## config.mk

```make
export PLATFORM = sky130hd
export DESIGN_NAME = uart_tx_arbiter
export DESIGN_NICKNAME = d
export VERILOG_FILES = /design/src/rtl/uart_tx_arb_pkg.sv /design/src/rtl/uart_tx_arb_timer.sv /design/src/rtl/uart_tx_arbiter.sv
export SDC_FILE = /design/constraint.sdc
export NUM_CORES = 1
export LEC_CHECK = 0
export BUFFER_PORTS_ARGS = -buffer_cell sky130_fd_sc_hd__buf_2
export CORE_MARGIN = 2
export CORE_UTILIZATION = 49
export CTS_CLUSTER_SIZE = 40
export DETAILED_ROUTE_END_ITERATION = 10
export PLACE_DENSITY_LB_ADDON = 0.2
export SETUP_SLACK_MARGIN = 0.1
export SLEW_MARGIN = 30
export SYNTH_ARGS = -nofsm -noshare
export SYNTH_HDL_FRONTEND = slang
export SYNTH_HIERARCHICAL = 1
export SYNTH_SLANG_ARGS = --single-unit
```

## constraint.sdc

```tcl
create_clock -name clk -period 5.1 [get_ports clk]
set_input_delay 0.51 -clock clk [delete_from_list [all_inputs] [get_ports clk]]
set_output_delay 0.51 -clock clk [all_outputs]
set_load 0.005 [all_outputs]
```

## src/rtl/uart_tx_arb_pkg.sv

```systemverilog
// Shared types and constants for the two-requester UART transmit arbiter.
// Optional watchdog macro: UART_TX_ARB_TIMEOUT_EN (see uart_tx_arbiter).
package uart_tx_arb_pkg;

    localparam int unsigned NUM_REQ         = 2;
    localparam int unsigned DATA_W          = 8;
    localparam int unsigned TIMER_W         = 16;
    localparam int unsigned DEFAULT_TIMEOUT = 65535;

    typedef enum logic [1:0] {
        IDLE = 2'd0,
        SEND = 2'd1,
        WAIT = 2'd2,
        HOLD = 2'd3
    } state_t;

    // One byte offered by a requester, with its end-of-packet marker.
    typedef struct packed {
        logic              last;
        logic [DATA_W-1:0] data;
    } beat_t;

    // Requester index to one-hot grant vector.
    function automatic logic [NUM_REQ-1:0] req_onehot(input logic idx);
        return NUM_REQ'(1) << idx;
    endfunction

endpackage

```

## src/rtl/uart_tx_arb_timer.sv

```systemverilog
// Watchdog counter for the arbiter's WAIT state.
// Ports:
//   clk, rst   : clock, async active-high reset
//   load       : clear the count (asserted the cycle before WAIT)
//   en         : count this cycle (asserted while in WAIT)
//   limit      : number of counted cycles that constitutes expiry (>= 1)
//   expired_c  : combinational, high in the counted cycle that reaches limit
module uart_tx_arb_timer
    import uart_tx_arb_pkg::*;
(
    input  logic               clk,
    input  logic               rst,
    input  logic               load,
    input  logic               en,
    input  logic [TIMER_W-1:0] limit,
    output logic               expired_c
);

    logic [TIMER_W-1:0] count;

    // count holds the number of already-completed WAIT cycles, so the
    // current cycle is the limit-th one when count == limit - 1.
    assign expired_c = en && (count == limit - TIMER_W'(1));

    always_ff @(posedge clk or posedge rst) begin
        if (rst) begin
            count <= '0;
        end else if (load) begin
            count <= '0;
        end else if (en && !expired_c) begin
            count <= count + TIMER_W'(1);
        end
    end

endmodule

```

## src/rtl/uart_tx_arbiter.sv

```systemverilog
// Packet-atomic round-robin arbiter sharing one UART transmitter between
// two valid/ready byte streams.
// Optional feature macro: UART_TX_ARB_TIMEOUT_EN enables a watchdog that
// aborts a byte whose tx_done never arrives (timeout_err tied 0 otherwise).
// Ports:
//   clk, rst                  : clock, async active-high reset
//   req{0,1}_data/valid/last  : requester byte streams
//   req{0,1}_ready            : combinational accept for each requester
//   tx_data, tx_wr            : byte and one-cycle write strobe to the UART
//   tx_done                   : byte-sent pulse from the UART
//   grant                     : one-hot owner, 00 when idle
//   busy                      : FSM not idle
//   timeout_err               : one-cycle pulse on watchdog abort
module uart_tx_arbiter
    import uart_tx_arb_pkg::*;
#(
    parameter int unsigned TIMEOUT_CYCLES = DEFAULT_TIMEOUT
) (
    input  logic              clk,
    input  logic              rst,
    input  logic [DATA_W-1:0] req0_data,
    input  logic              req0_valid,
    input  logic              req0_last,
    output logic              req0_ready,
    input  logic [DATA_W-1:0] req1_data,
    input  logic              req1_valid,
    input  logic              req1_last,
    output logic              req1_ready,
    output logic [DATA_W-1:0] tx_data,
    output logic              tx_wr,
    input  logic              tx_done,
    output logic [NUM_REQ-1:0] grant,
    output logic              busy,
    output logic              timeout_err
);

    state_t               state, state_d;
    logic                 owner, owner_d;
    logic                 last_grant, last_grant_d;
    logic                 cap_last, cap_last_d;
    logic [DATA_W-1:0]    data_d;
    logic [NUM_REQ-1:0]   grant_d;
    logic                 tx_wr_d, busy_d, timeout_d;
    logic [NUM_REQ-1:0]   ready_c;
    logic [NUM_REQ-1:0]   valid;
    logic                 win;
    logic                 expired_c;
    beat_t                beat [NUM_REQ];

    assign valid   = {req1_valid, req0_valid};
    assign beat[0] = '{last: req0_last, data: req0_data};
    assign beat[1] = '{last: req1_last, data: req1_data};

    // Round-robin pick: on contention the requester that did not finish the
    // previous packet wins; a lone requester always wins.
    assign win = (valid[0] && valid[1]) ? ~last_grant : valid[1];

    // Ready is masked during reset so nothing is accepted while held.
    assign req0_ready = ready_c[0] & ~rst;
    assign req1_ready = ready_c[1] & ~rst;

`ifdef UART_TX_ARB_TIMEOUT_EN
    // Watchdog: cleared while in SEND, counts WAIT cycles.
    uart_tx_arb_timer u_timer (
        .clk       (clk),
        .rst       (rst),
        .load      (state == SEND),
        .en        (state == WAIT),
        .limit     (TIMER_W'(TIMEOUT_CYCLES)),
        .expired_c (expired_c)
    );
`else
    logic unused_timeout;
    assign expired_c      = 1'b0;
    assign unused_timeout = ^TIMER_W'(TIMEOUT_CYCLES);
`endif

    // Next-state and next-output logic.
    always_comb begin
        state_d      = state;
        owner_d      = owner;
        last_grant_d = last_grant;
        cap_last_d   = cap_last;
        data_d       = tx_data;
        timeout_d    = 1'b0;
        ready_c      = '0;

        unique case (state)
            IDLE: begin
                if (|valid) begin
                    owner_d    = win;
                    ready_c    = req_onehot(win);
                    data_d     = beat[win].data;
                    cap_last_d = beat[win].last;
                    state_d    = SEND;
                end
            end
            SEND: begin
                state_d = WAIT;
            end
            WAIT: begin
                // A real tx_done takes precedence over a same-cycle expiry.
                if (tx_done) begin
                    if (cap_last) begin
                        state_d      = IDLE;
                        last_grant_d = owner;
                    end else begin
                        state_d = HOLD;
                    end
                end else if (expired_c) begin
                    state_d      = IDLE;
                    last_grant_d = owner;
                    timeout_d    = 1'b1;
                end
            end
            HOLD: begin
                if (valid[owner]) begin
                    ready_c    = req_onehot(owner);
                    data_d     = beat[owner].data;
                    cap_last_d = beat[owner].last;
                    state_d    = SEND;
                end
            end
            default: begin
                state_d = IDLE;
            end
        endcase

        tx_wr_d = (state_d == SEND);
        busy_d  = (state_d != IDLE);
        grant_d = busy_d ? req_onehot(owner_d) : '0;
    end

    // State and registered outputs.
    always_ff @(posedge clk or posedge rst) begin
        if (rst) begin
            state       <= IDLE;
            owner       <= 1'b0;
            last_grant  <= 1'b1;
            cap_last    <= 1'b0;
            tx_data     <= '0;
            tx_wr       <= 1'b0;
            grant       <= '0;
            busy        <= 1'b0;
            timeout_err <= 1'b0;
        end else begin
            state       <= state_d;
            owner       <= owner_d;
            last_grant  <= last_grant_d;
            cap_last    <= cap_last_d;
            tx_data     <= data_d;
            tx_wr       <= tx_wr_d;
            grant       <= grant_d;
            busy        <= busy_d;
            timeout_err <= timeout_d;
        end
    end

endmodule

```

==> impl_metrics.toml <==
[final_layout]
layout_common_cells = "buf_2, a21oi_1, dfrtp_1"
antennaDiodeCount = 0
nFillCells = 205
layout.area.seq_um2 = 427
final_common_cell = "buf_2"
syn_to_final_growth_pct = 14.0
multi_input_area_um2 = 549
drive_gt1_share_pct = 30.6
nets = 174

[placement]
hpwl_mm = 1.63
routabilityCongestion = 0.799
numPortBuffers = 36

[worst_setup_path]
startpoint_type = "flop"
critical_path_arrival_ps = 2150
required_ps = 4590
path_class = "reg -> out"
reg2reg_depth = 4
cp_max_fo = 25
end_kind = "output port"

[yosys]
synth_top_cell_by_area = "dfrtp_1"
postSynthAreaPerCell_um2 = 9.44
synthTopCellsByArea = "dfrtp_1, mux2i_1, a21oi_1"
postSynthCellCount = 118
synth_area_um2 = 1110
ys_seq_area_share_pct = 38.3
synth_seq_cells = 17
yosysWarnings = 6
synth.distinct_cells = 34
synth_top_area_share_pct = 36.0
syn_nets = 144

[global_routing]
antenna_found_initial = 0
grt_pass1_wl_mm = 3.60
grt_use_total_pct = 17.9
gr-total-overflow = 0
grt_max_degree = 26
grt_pass1_vias = 833

[clocking]
post_cts_resized = 0
clk_path_buf_depth = 2
holdBufCountCts = 0
tritoncts = "yes"
cts_num_sinks = 17
cts_made_buffers = 3
clk_pin_slew_ps = 100
clk_latency_ps = 290
h-tree-depth = 1
cts_root_buf = "clkbuf_4"
post_cts_buffers = 0

[timing]
fmax_mhz = 377
rsz0062_at_grt = "no"
drv_slew = 0
fin_setup_tns_ps = 0
whs_ps = 313
skew_ps = 5.20
finalSetupViolations = 0
fin_crit_ps = 2660
hold_viol_final = 0
worst_pin_slew_ps = 851
slew_headroom_pct = 43.3
fin_crit_sh_pct = 52.1

[detailed_routing]
drt-total-wl_mm = 2.21
routed_via_density = 5.39
postRouteAntennaNets = 0
wl_per_cell_um = 12.6
first_pass_iters = 4
drc_errors = 0
vias = 943
drtIter0Drc = 11

[run]
cap_violations = 0

[floorplan]
fp.coreArea_um2 = 2170
ios = 38
num_rows = 17
dieArea_um2 = 2670
start_util_pct = 51.3
die_w_um = 51.7
die_height_um = 51.7

[power]
finalPower_mw = 0.734
p_per_area_nw_per_um2 = 578
p_leak_nw = 0.662
ir_drop_mv = 0.409

[worst_hold_path]
hp-class = "in -> async"

[outcome]
status = "completed"
## metal layers
layer	GRT usage, %	share of wire (%)	vias to the layer above
li1	-	-	476
met1	25.2	48	439
met2	28.0	47	26
met3	4.31	4.6	2
met4	3.95	0.63	0
met5	0	0	-
## critical path, stage by stage (launching register included)
cell,delay [ps]
dfrtp_1,430
ha_1,740
nor2b_1,210
a21oi_1,50
nor4b_1,260
buf_2,170
## power breakdown
part           switching (mW)  internal, mW  leakage [nW]  total, mW
clock network          0.0424        0.0303        0.0150     0.0728
logic                   0.200         0.195         0.440      0.394
registers              0.0607         0.206         0.206      0.266
## registers in the layout (all words and copies together) (netlist names)
| signal | flops |
|---|---|
| owner | 1 |
| tx_data | 8 |
| cap_last | 1 |
| tx_wr | 1 |
| last_grant | 1 |
| busy | 1 |
| state | 2 |
| grant | 2 |
## final cells by class
type | instances | share of cell area [%]
Clock buffer | 4 | 2.07
Sequential cell | 17 | 33.6
Timing Repair Buffer | 36 | 14.2
Multi-Input combinational cell | 76 | 43.3
Tap cell | 28 | 2.76
Inverter | 14 | 4.14
## worst paths after layout
path | startpoint | to | slack (ps)
worst max-delay path | state[1]$_DFF_PP0_ | req0_ready | 2440
worst min-delay path | rst | tx_data[5]$_DFFE_PP0P_ | 310
worst max register to register | state[1]$_DFF_PP0_ | tx_data[2]$_DFFE_PP0P_ | 2930
worst min register to register | tx_data[4]$_DFFE_PP0P_ | tx_data[4]$_DFFE_PP0P_ | 510
max in group asynchronous | rst | tx_data[2]$_DFFE_PP0P_ | 4370
min in group clk | tx_data[4]$_DFFE_PP0P_ | tx_data[4]$_DFFE_PP0P_ | 510
## through the flow
| stage | area (um2) | util (%) | std cells | setup slack [ps] |
|---|---|---|---|---|
| 6_report | 1270 | 58.5 | 175 | 2440 |
| 5_1_grt | 1270 | 58.5 | 175 | 2250 |
| 4_1_cts | 1270 | 58.5 | 175 | 2410 |
| 3_5_place_dp | 1240 | 57.3 | 171 | 2740 |
| 3_3_place_gp | 1240 | 57.3 | 171 | 2850 |
| 2_1_floorplan | 1110 | - | 118 | 3250 |
## Yosys cell counts
library cell	number
inv_1	13
nand2_1	2
nor3_1	1
mux2_2	1
a32oi_1	1
a21boi_4	1
nor2b_1	1
buf_6	2
inv_2	1
conb_1	1
nor4b_1	2
a21oi_1	18
a22o_1	9
dfrtp_1	16
a21o_1	1
nor3b_1	1
dfstp_2	1
o32ai_2	1
a22oi_1	1
buf_12	1
clkbuf_2	2
a21oi_2	1
o21a_1	2
a21boi_0	1
buf_4	1
o22ai_1	1
nand3_1	2
o211ai_1	1
nor2_1	2
o21ai_0	10
ha_1	3
buf_2	5
mux2i_1	10
nand2b_1	2
## kinds of logic (layout without fill, tap and decap cells)
| logic type | after synthesis | after routing | share of synthesized area, % |
|---|---|---|---|
| other | 1 | 1 | 0.337 |
| buffers and inverters | 25 | 54 | 12.4 |
| and+or+nand+nor | 13 | 13 | 6.63 |
| AOI/OAI and AO/OA | 48 | 48 | 29.0 |
| muxes | 11 | 11 | 10.0 |
| DFF | 17 | 17 | 38.3 |
| adders and majority gates | 3 | 3 | 3.37 |
Note: power is estimated with default switching activity, not from simulation.
